[src/rtl/id_issue_arbiter_if.sv]
// Decode-port bundle for id_issue_arbiter: fetch source, injection source,
// decode-stage handshake, burst status and FSM debug state.
interface id_issue_arbiter_if #(
  parameter int ENTRY_W = 32,
  parameter int CNT_W   = 5
);
  // Every source uses valid/ack: a transfer happens in a cycle where valid
  // and ack are both 1; ack without valid is ignored, and valid may be
  // withdrawn freely because the mux has no storage.
  logic               flush_i;
  logic [ENTRY_W-1:0] fetch_entry_i;
  logic               fetch_valid_i;
  logic               fetch_ack_o;
  logic               inj_req_i;
  logic [ENTRY_W-1:0] inj_entry_i;
  logic               inj_valid_i;
  logic               inj_last_i;
  logic               inj_ack_o;
  logic               inj_gnt_o;
  logic               id_empty_i;
  logic [ENTRY_W-1:0] entry_o;
  logic               entry_valid_o;
  logic               entry_ack_i;
  logic               inj_active_o;
  logic [CNT_W-1:0]   inj_count_o;
  logic [1:0]         state_dbg_o;

  // Arbiter side.
  modport slave (
    input  flush_i, fetch_entry_i, fetch_valid_i, inj_req_i, inj_entry_i,
           inj_valid_i, inj_last_i, id_empty_i, entry_ack_i,
    output fetch_ack_o, inj_ack_o, inj_gnt_o, entry_o, entry_valid_o,
           inj_active_o, inj_count_o, state_dbg_o
  );

  // Surrounding pipeline side (fetch FIFO, injector, decode stage).
  modport master (
    output flush_i, fetch_entry_i, fetch_valid_i, inj_req_i, inj_entry_i,
           inj_valid_i, inj_last_i, id_empty_i, entry_ack_i,
    input  fetch_ack_o, inj_ack_o, inj_gnt_o, entry_o, entry_valid_o,
           inj_active_o, inj_count_o, state_dbg_o
  );
endinterface

[src/rtl/id_issue_arbiter.sv]
// Decode-port arbiter between the fetch stream and an exclusive, ordered
// injection source; drains the ID stage before each injected burst segment.
module id_issue_arbiter #(
  parameter int MAX_BURST = 16,
  parameter int CNT_W     = $clog2(MAX_BURST + 1)
) (
  input  logic             clk_i,
  input  logic             rst_ni,
  id_issue_arbiter_if.slave bus
);

  typedef enum logic [1:0] {
    S_FETCH  = 2'd0,
    S_DRAIN  = 2'd1,
    S_INJECT = 2'd2,
    S_YIELD  = 2'd3
  } state_e;

  localparam logic [CNT_W-1:0] CntLast = CNT_W'(MAX_BURST - 1);

  state_e           state_q, state_d;
  logic [CNT_W-1:0] cnt_q, cnt_d;

  logic sel_fetch;
  logic sel_inj;
  logic fetch_xfer;
  logic inj_xfer;

  // YIELD muxes exactly like FETCH; DRAIN points at the injector but is never valid.
  assign sel_fetch  = (state_q == S_FETCH) || (state_q == S_YIELD);
  assign sel_inj    = (state_q == S_INJECT);
  assign fetch_xfer = sel_fetch && bus.fetch_valid_i && bus.entry_ack_i;
  assign inj_xfer   = sel_inj && bus.inj_valid_i && bus.entry_ack_i;

  assign bus.entry_o       = sel_fetch ? bus.fetch_entry_i : bus.inj_entry_i;
  assign bus.entry_valid_o = sel_fetch ? bus.fetch_valid_i
                                       : (sel_inj && bus.inj_valid_i);
  assign bus.fetch_ack_o   = fetch_xfer;
  assign bus.inj_ack_o     = inj_xfer;
  assign bus.inj_gnt_o     = sel_inj;
  assign bus.inj_active_o  = (state_q != S_FETCH);
  assign bus.inj_count_o   = cnt_q;
  assign bus.state_dbg_o   = state_q;

  always_comb begin
    state_d = state_q;
    cnt_d   = cnt_q;
    if (bus.flush_i) begin
      state_d = bus.inj_req_i ? S_DRAIN : S_FETCH;
      cnt_d   = '0;
    end else begin
      unique case (state_q)
        S_FETCH: begin
          if (bus.inj_req_i) state_d = S_DRAIN;
        end
        S_DRAIN: begin
          if (!bus.inj_req_i)      state_d = S_FETCH;
          else if (bus.id_empty_i) state_d = S_INJECT;
        end
        S_INJECT: begin
          if (!bus.inj_req_i) begin
            state_d = S_FETCH;
            cnt_d   = '0;
          end else if (inj_xfer) begin
            if (bus.inj_last_i) begin
              state_d = S_FETCH;
              cnt_d   = '0;
            end else if (cnt_q == CntLast) begin
              // Segment full: hand one slot back to fetch before draining again.
              state_d = S_YIELD;
              cnt_d   = '0;
            end else begin
              cnt_d = cnt_q + CNT_W'(1);
            end
          end
        end
        S_YIELD: begin
          if (!bus.inj_req_i) state_d = S_FETCH;
          else if (fetch_xfer) state_d = S_DRAIN;
        end
        default: begin
          state_d = S_FETCH;
          cnt_d   = '0;
        end
      endcase
    end
  end

  always_ff @(posedge clk_i or negedge rst_ni) begin
    if (!rst_ni) begin
      state_q <= S_FETCH;
      cnt_q   <= '0;
    end else begin
      state_q <= state_d;
      cnt_q   <= cnt_d;
    end
  end

endmodule

[src/flat_wrapper.sv]
// flat-port wrapper written by rule: the top's interface ports become plain ports
module id_issue_arbiter_flat 
#(
  parameter int MAX_BURST = 16,
  parameter int CNT_W     = $clog2(MAX_BURST + 1)
)
  (clk_i, rst_ni, bus_flush_i, bus_fetch_entry_i, bus_fetch_valid_i, bus_inj_req_i, bus_inj_entry_i, bus_inj_valid_i, bus_inj_last_i, bus_id_empty_i, bus_entry_ack_i, bus_fetch_ack_o, bus_inj_ack_o, bus_inj_gnt_o, bus_entry_o, bus_entry_valid_o, bus_inj_active_o, bus_inj_count_o, bus_state_dbg_o);
  id_issue_arbiter_if #(.ENTRY_W((32)), .CNT_W(CNT_W)) bus_i ();
  input  logic clk_i;
  input  logic rst_ni;
  input wire logic [$bits(bus_i.flush_i)-1:0] bus_flush_i;
  input wire logic [$bits(bus_i.fetch_entry_i)-1:0] bus_fetch_entry_i;
  input wire logic [$bits(bus_i.fetch_valid_i)-1:0] bus_fetch_valid_i;
  input wire logic [$bits(bus_i.inj_req_i)-1:0] bus_inj_req_i;
  input wire logic [$bits(bus_i.inj_entry_i)-1:0] bus_inj_entry_i;
  input wire logic [$bits(bus_i.inj_valid_i)-1:0] bus_inj_valid_i;
  input wire logic [$bits(bus_i.inj_last_i)-1:0] bus_inj_last_i;
  input wire logic [$bits(bus_i.id_empty_i)-1:0] bus_id_empty_i;
  input wire logic [$bits(bus_i.entry_ack_i)-1:0] bus_entry_ack_i;
  output wire logic [$bits(bus_i.fetch_ack_o)-1:0] bus_fetch_ack_o;
  output wire logic [$bits(bus_i.inj_ack_o)-1:0] bus_inj_ack_o;
  output wire logic [$bits(bus_i.inj_gnt_o)-1:0] bus_inj_gnt_o;
  output wire logic [$bits(bus_i.entry_o)-1:0] bus_entry_o;
  output wire logic [$bits(bus_i.entry_valid_o)-1:0] bus_entry_valid_o;
  output wire logic [$bits(bus_i.inj_active_o)-1:0] bus_inj_active_o;
  output wire logic [$bits(bus_i.inj_count_o)-1:0] bus_inj_count_o;
  output wire logic [$bits(bus_i.state_dbg_o)-1:0] bus_state_dbg_o;
  assign bus_i.flush_i = bus_flush_i;
  assign bus_i.fetch_entry_i = bus_fetch_entry_i;
  assign bus_i.fetch_valid_i = bus_fetch_valid_i;
  assign bus_i.inj_req_i = bus_inj_req_i;
  assign bus_i.inj_entry_i = bus_inj_entry_i;
  assign bus_i.inj_valid_i = bus_inj_valid_i;
  assign bus_i.inj_last_i = bus_inj_last_i;
  assign bus_i.id_empty_i = bus_id_empty_i;
  assign bus_i.entry_ack_i = bus_entry_ack_i;
  assign bus_fetch_ack_o = bus_i.fetch_ack_o;
  assign bus_inj_ack_o = bus_i.inj_ack_o;
  assign bus_inj_gnt_o = bus_i.inj_gnt_o;
  assign bus_entry_o = bus_i.entry_o;
  assign bus_entry_valid_o = bus_i.entry_valid_o;
  assign bus_inj_active_o = bus_i.inj_active_o;
  assign bus_inj_count_o = bus_i.inj_count_o;
  assign bus_state_dbg_o = bus_i.state_dbg_o;
  id_issue_arbiter #(.MAX_BURST(MAX_BURST), .CNT_W(CNT_W)) u_core (.clk_i(clk_i), .rst_ni(rst_ni), .bus(bus_i));
endmodule
[config.mk]
export PLATFORM = sky130hd
export DESIGN_NAME = id_issue_arbiter_flat
export DESIGN_NICKNAME = d
export VERILOG_FILES = /design/src/rtl/id_issue_arbiter_if.sv /design/src/rtl/id_issue_arbiter.sv /design/src/flat_wrapper.sv
export SDC_FILE = /design/constraint.sdc
export NUM_CORES = 1
export LEC_CHECK = 0
export ABC_CLOCK_PERIOD_IN_PS = 2760
export CELL_PAD_IN_SITES_DETAIL_PLACEMENT = 0
export CELL_PAD_IN_SITES_GLOBAL_PLACEMENT = 1
export CORE_MARGIN = 2
export CORE_UTILIZATION = 17
export CTS_CLUSTER_SIZE = 30
export DETAILED_ROUTE_END_ITERATION = 16
export PLACE_DENSITY = 0.91
export SETUP_SLACK_MARGIN = 0.05
export SYNTH_ARGS = -nofsm -noshare
export SYNTH_HDL_FRONTEND = slang
export SYNTH_SLANG_ARGS = --single-unit
[constraint.sdc]
create_clock -name clk_i -period 2.76 [get_ports clk_i]
set_clock_uncertainty 0.2 [all_clocks]
set_input_delay 0.69 -clock clk_i [delete_from_list [all_inputs] [get_ports clk_i]]
set_output_delay 0.69 -clock clk_i [all_outputs]
set_load 0.05 [all_outputs]
# Yosys cells after proc, flatten, opt, wreduce, memory -nomap -nowiden

Cells that the tools add are included.

Add/sub/neg operators: 1
$mul: 0
Div/mod/pow operators: 0
Order comparisons: 0
Equal/unequal tests: 10
Shift-type cells: 0
Mux-type cells: 20
Bitwise gates (word level): 0
Reduce and logical (&&, ||, !) cells: 10

Operator list:

| cell                | count |
|---|---|
| $mux 32             | 1 |
| $mux 5              | 6 |
| $mux 2              | 10 |
| $ne 4x4->1 const B  | 3 |
| $pmux 2 s4          | 1 |
| $add 5x1->5 const B | 1 |
| $eq 5x4->1 const B  | 1 |
| $ne 5x5->1 const B  | 1 |
| $reduce_and 5->1    | 1 |
| $eq 2x2->1 const B  | 2 |
| $logic_and 1x1->1   | 4 |
| $reduce_bool 2->1   | 2 |
| $ne 3x2->1 const B  | 1 |
| $ne 3x3->1 const B  | 1 |
| $eq 2x1->1 const B  | 1 |
| $logic_not 2->1     | 1 |
| $mux 1              | 2 |
| $reduce_and 2->1    | 1 |
| $logic_or 1x1->1    | 1 |

Flip-flop bits (word level): 7
Bits in latches: 0
Bits in writable memories: 0
Bits in read-only memories: 0
Bits of input ports: 73
Output and inout port bits: 44
Word-level logic and storage cells: 43
Memories kept: 0

# Longest topological paths before layout

Depth in word-level cells: 8
Gate-level depth with buffers: 7
Depth with buffers taken out: 6

# Worst setup path before layout

Ideal clock, no wire load.

Path kind: register -> output
Start point: register u_core.state_q[0] (netlist: u_core.bus.state_dbg_o[0])
End point: output port bus_entry_valid_o
Arrival time: 2.520 ns
Slack: -0.650 ns
Stages on the path, launching flop included: 6
Cell sequence: dfrtp_1 inv_1 ha_1 buf_6 buf_2 o21ai_0

Longest elaborated chain between the ends: 3
Elaborated cells between the ends (all ways): 6

Ends and longest elaborated chain:

| what                                                         | line                                           | text |
|---|---|---|
| start, declared                                              | id_issue_arbiter.sv:21                         | `state_e state_q, state_d;` |
| start signal, assigned                                       | id_issue_arbiter.sv:94                         | `state_q <= state_d;` |
| $eq 2x2->1 (tied with other cells)                           | id_issue_arbiter.sv:31                         | `assign sel_inj = (state_q == S_INJECT);` |
| $logic_and 1x1->1 / $logic_or 1x1->1 (equally long branches) | id_issue_arbiter.sv:37, id_issue_arbiter.sv:30 |  |
| $mux 1 (*)                                                   | id_issue_arbiter.sv:36                         | `assign bus.entry_valid_o = sel_fetch ? bus.fetch_valid_i` |
| end, declared                                                | flat_wrapper.sv:24                             | `output wire logic [$bits(bus_i.entry_valid_o)-1:0] bus_entry_valid_o;` |

Every way passes the cells marked *; elsewhere a longest branch is shown, timed or not.

# Final worst setup path

Start point: register u_core.state_q[1] (netlist: u_core.bus.state_dbg_o[1])
End point: output port bus_entry_o[19]

Longest elaborated chain between the ends: 3
Elaborated cells between the ends (all ways): 4

Ends and longest elaborated chain:

| what                                                 | line                   | text |
|---|---|---|
| $eq 2x2->1 / $logic_not 2->1 (equally long branches) | id_issue_arbiter.sv:30 | `assign sel_fetch = (state_q == S_FETCH) \|\| (state_q == S_YIELD);` |
| $logic_or 1x1->1 (*)                                 | id_issue_arbiter.sv:30 |  |
| $mux 32 (*)                                          | id_issue_arbiter.sv:35 | `assign bus.entry_o = sel_fetch ? bus.fetch_entry_i : bus.inj_entry_i;` |
| end, declared                                        | flat_wrapper.sv:23     | `output wire logic [$bits(bus_i.entry_o)-1:0] bus_entry_o;` |

Marks and branches as above.

==> reports/results.tsv <==
stage	metric	value	unit
floorplanning	start_util	17.6	%
timing	fin_crit	2640	ps
setup_path	endpoint_kind	primary output	
yosys	ys_seq_elements	7	
global_routing	grt_pass1_wl	6300	µm
yosys	synth_top_area_share	38.4	%
global_routing	antenna_found_initial	0	
yosys	synth_top_cell_by_area	mux2_2	
final_layout	filler_cell_count	516	
routing	drt_iter0_markers	19	
place	place.gp.congestion	0.759	
routing	ant_nets	0	
clocking	clk_path_buf_depth	2	
yosys	yosys_warnings	0	
clocking	clk_latency	220	ps
global_routing	grt_max_degree	18	
timing	worst_pin_slew	516	ps
yosys	synth_fp_nets	170	
clocking	ctsHtreeMaxLevel	1	
yosys	seq_area_frac_synth	18.1	%
setup_path	criticalPathCategory	flip-flop to primary output	
setup_path	cp_slowest_cell	dfrtp_2	
yosys	yosys.area_share.simple	14.5	%
status	outcome	finished clean	
clocking	cts_root_buffer	clkbuf_8	
routing	wl_per_cell	14.0	µm
floorplanning	dieArea	6320	µm²
yosys	synth-adder-area-share	6.46	%
timing	relSlewSlack	65.5	%
yosys	synth_compound_gate_area_share	14.9	%
global_routing	grt_pass1_vias	1235	
setup_path	start_kind	flip-flop	
setup_path	worstPathCellList	inv_1 > ha_4 > buf_12 > mux2_2 > buf_4	
global_routing	overflow	0	
clocking	cts-buffers-inserted	3	
final_layout	finalCoreUtilization	45.5	%
hold_path	hold_path_class	flip-flop to flip-flop	
final_layout	register_area	178	µm²
routing	vias	1152	
routing	drc	0	
clocking	clock-sinks	7	
place	hpwl	3340	µm
timing	final.period_utilization	95.7	%
yosys	postSynthAreaPerCell	10.5	µm²
final_layout	multi_input_area	749	µm²
floorplanning	core_area	5510	µm²
clocking	clk_pin_slew	40	ps
setup_path	worstPathMaxFanout	17	
yosys	synth.area.mux_share	39.9	%
routing	wirelength	3970	µm
yosys	ys_types	34	
yosys	synth_xor_area_share	0	%
routing	via_per_inst	4.07	
timing	grt_setup_unrepaired	no	
power_and_ir_drop	max-vdd-ir-drop	332	µV
setup_path	worstPathRequired	1870	ps
floorplanning	die_h	79.5	µm
timing	setup-violations-final	0	
floorplanning	die-width	79.5	µm
power_and_ir_drop	leakage	1.05	nW
final_layout	num_antenna_cells	0	
floorplanning	pin_count	117	
clocking	cts_tree	done	
final_layout	final_nets	290	
place	place.port_buffers	116	
final_layout	syn2layout_area_growth	159	%
global_routing	track_usage	12.7	%
setup_path	max_stage_delay	390	ps
yosys	postSynth.asyncResetShare	100	%
timing	finalHoldViolCount	0	
timing	fmaxAchievable	378	MHz
timing	slew_viol_final	0	
yosys	synth_cells	92	
yosys	netlist_top_cells_area	mux2_2, dfrtp_1, ha_1, a2bb2oi_4, inv_1	
yosys	synth_ff_type	dfrtp_1	
routing	dr.pass1.iters	3	
final_layout	drive_gt1_share	42.2	%
floorplanning	rows	27	
flow_run	max-cap-violations	0	
yosys	synth-edff-count	0	
yosys	synthesis.area	968	µm²
setup_path	crit_arrival	1750	ps
yosys	synth_top_family_by_area	multiplexers	
timing	setup_tns	0	ps
power_and_ir_drop	power_density	581	nW/µm²
## timing repair
item | in CTS | in global routing
setup buffers | 1 | 0
gates resized for setup | 3 | 0
hold buffers | 0 | 0
setup endpoints to repair | 30 | 0
## state kept, by name (all words and copies together), names as in the netlist
register	cells
u_core.bus.state_dbg_o	2
u_core.bus.inj_count_o	5
## stage by stage
| stage | std cells | total power (W) | area, µm² | setup slack [ps] | hold WS [ps] |
|---|---|---|---|---|---|
| global placement | 277 | 0.00127 | 2410 | 211 | 316 |
| CTS | 283 | 0.00147 | 2510 | 112 | 326 |
| floorplan | 92 | 0.000767 | 975 | 151 | 194 |
| global route | 283 | 0.00151 | 2510 | 55.3 | 364 |
| finish | 283 | 0.00146 | 2510 | 117 | 318 |
| detailed placement | 277 | 0.00127 | 2410 | 223 | 312 |
## report_power, final
group	leakage (nW)	total [W]	internal [W]	switching, W
logic	0.932	0.00120	0.000584	0.000615
clock network	0.0228	0.000143	0.0000998	0.0000428
registers	0.0924	0.000114	0.000109	0.00000493
## worst max-delay path: cells and delay by family (launching register included)
family / cells / cell delay (ps)
buf+inv: 3 / 450
flops: 1 / 390
mux: 1 / 350
fa+ha+maj: 1 / 330
## layer usage
metal / vias up / track usage [%] / share of wire (%)
met2: 37 / 22.5 / 53
li1: 584 / - / -
met3: 4 / 2.26 / 5.3
met1: 527 / 15.3 / 41
met4: 0 / 4.14 / 0.93
met5: - / 0 / 0
## synth_stat cells (2+ instances only)
cell / instances
buf_2: 3
dfrtp_1: 7
ha_1: 5
inv_1: 7
mux2_2: 33
nand2_1: 2
nand3_1: 2
nand3b_1: 2
nor2_1: 4
o21ai_1: 3
## placed cells by master (no fill, tap or decap), types with 3 or more instances in the layout
master and count:
dfrtp_1 5, ha_1 4, nor2_1 4, buf_4 16, buf_12 24, o21ai_1 3
inv_1 7, clkdlybuf4s50_1 79, mux2_2 33, clkbuf_8 3
## cells by family (layout without fill, tap and decap cells)
family | count (synthesis) | count (layout)
AND/OR/NAND/NOR | 20 | 20
AO/OA/AOI/OAI | 14 | 14
flip-flops | 7 | 7
buffers and inverters | 12 | 131
adder cells (fa/ha/maj) | 5 | 5
multiplexers | 34 | 34
## path summary, 6_finish.rpt
kind / endpoint / slack (ps) / from / cells past startpoint
max in group asynchronous: u_core.bus.state_dbg_o[1] / 1580 / rst_ni / 1
min in group asynchronous: u_core.bus.inj_count_o[2] / 530 / rst_ni / 1
max reg2reg: u_core.bus.state_dbg_o[0] / 590 / u_core.bus.state_dbg_o[1] / 7
min: u_core.bus.inj_count_o[4] / 320 / u_core.bus.inj_count_o[4] / 1
min reg2reg: u_core.bus.inj_count_o[4] / 320 / u_core.bus.inj_count_o[4] / 1
max: bus_entry_o[19] / 120 / u_core.bus.state_dbg_o[1] / 5
## layout make-up
| cell class | instances | area share [%] |
|---|---|---|
| Timing Repair Buffer | 120 | 56.6 |
| Multi-Input combinational cell | 73 | 29.9 |
| Sequential cell | 7 | 7.09 |
| Tap cell | 72 | 3.59 |
| Clock buffer | 4 | 1.80 |
| Inverter | 7 | 1.05 |
Power figures use the tool's default switching activity.
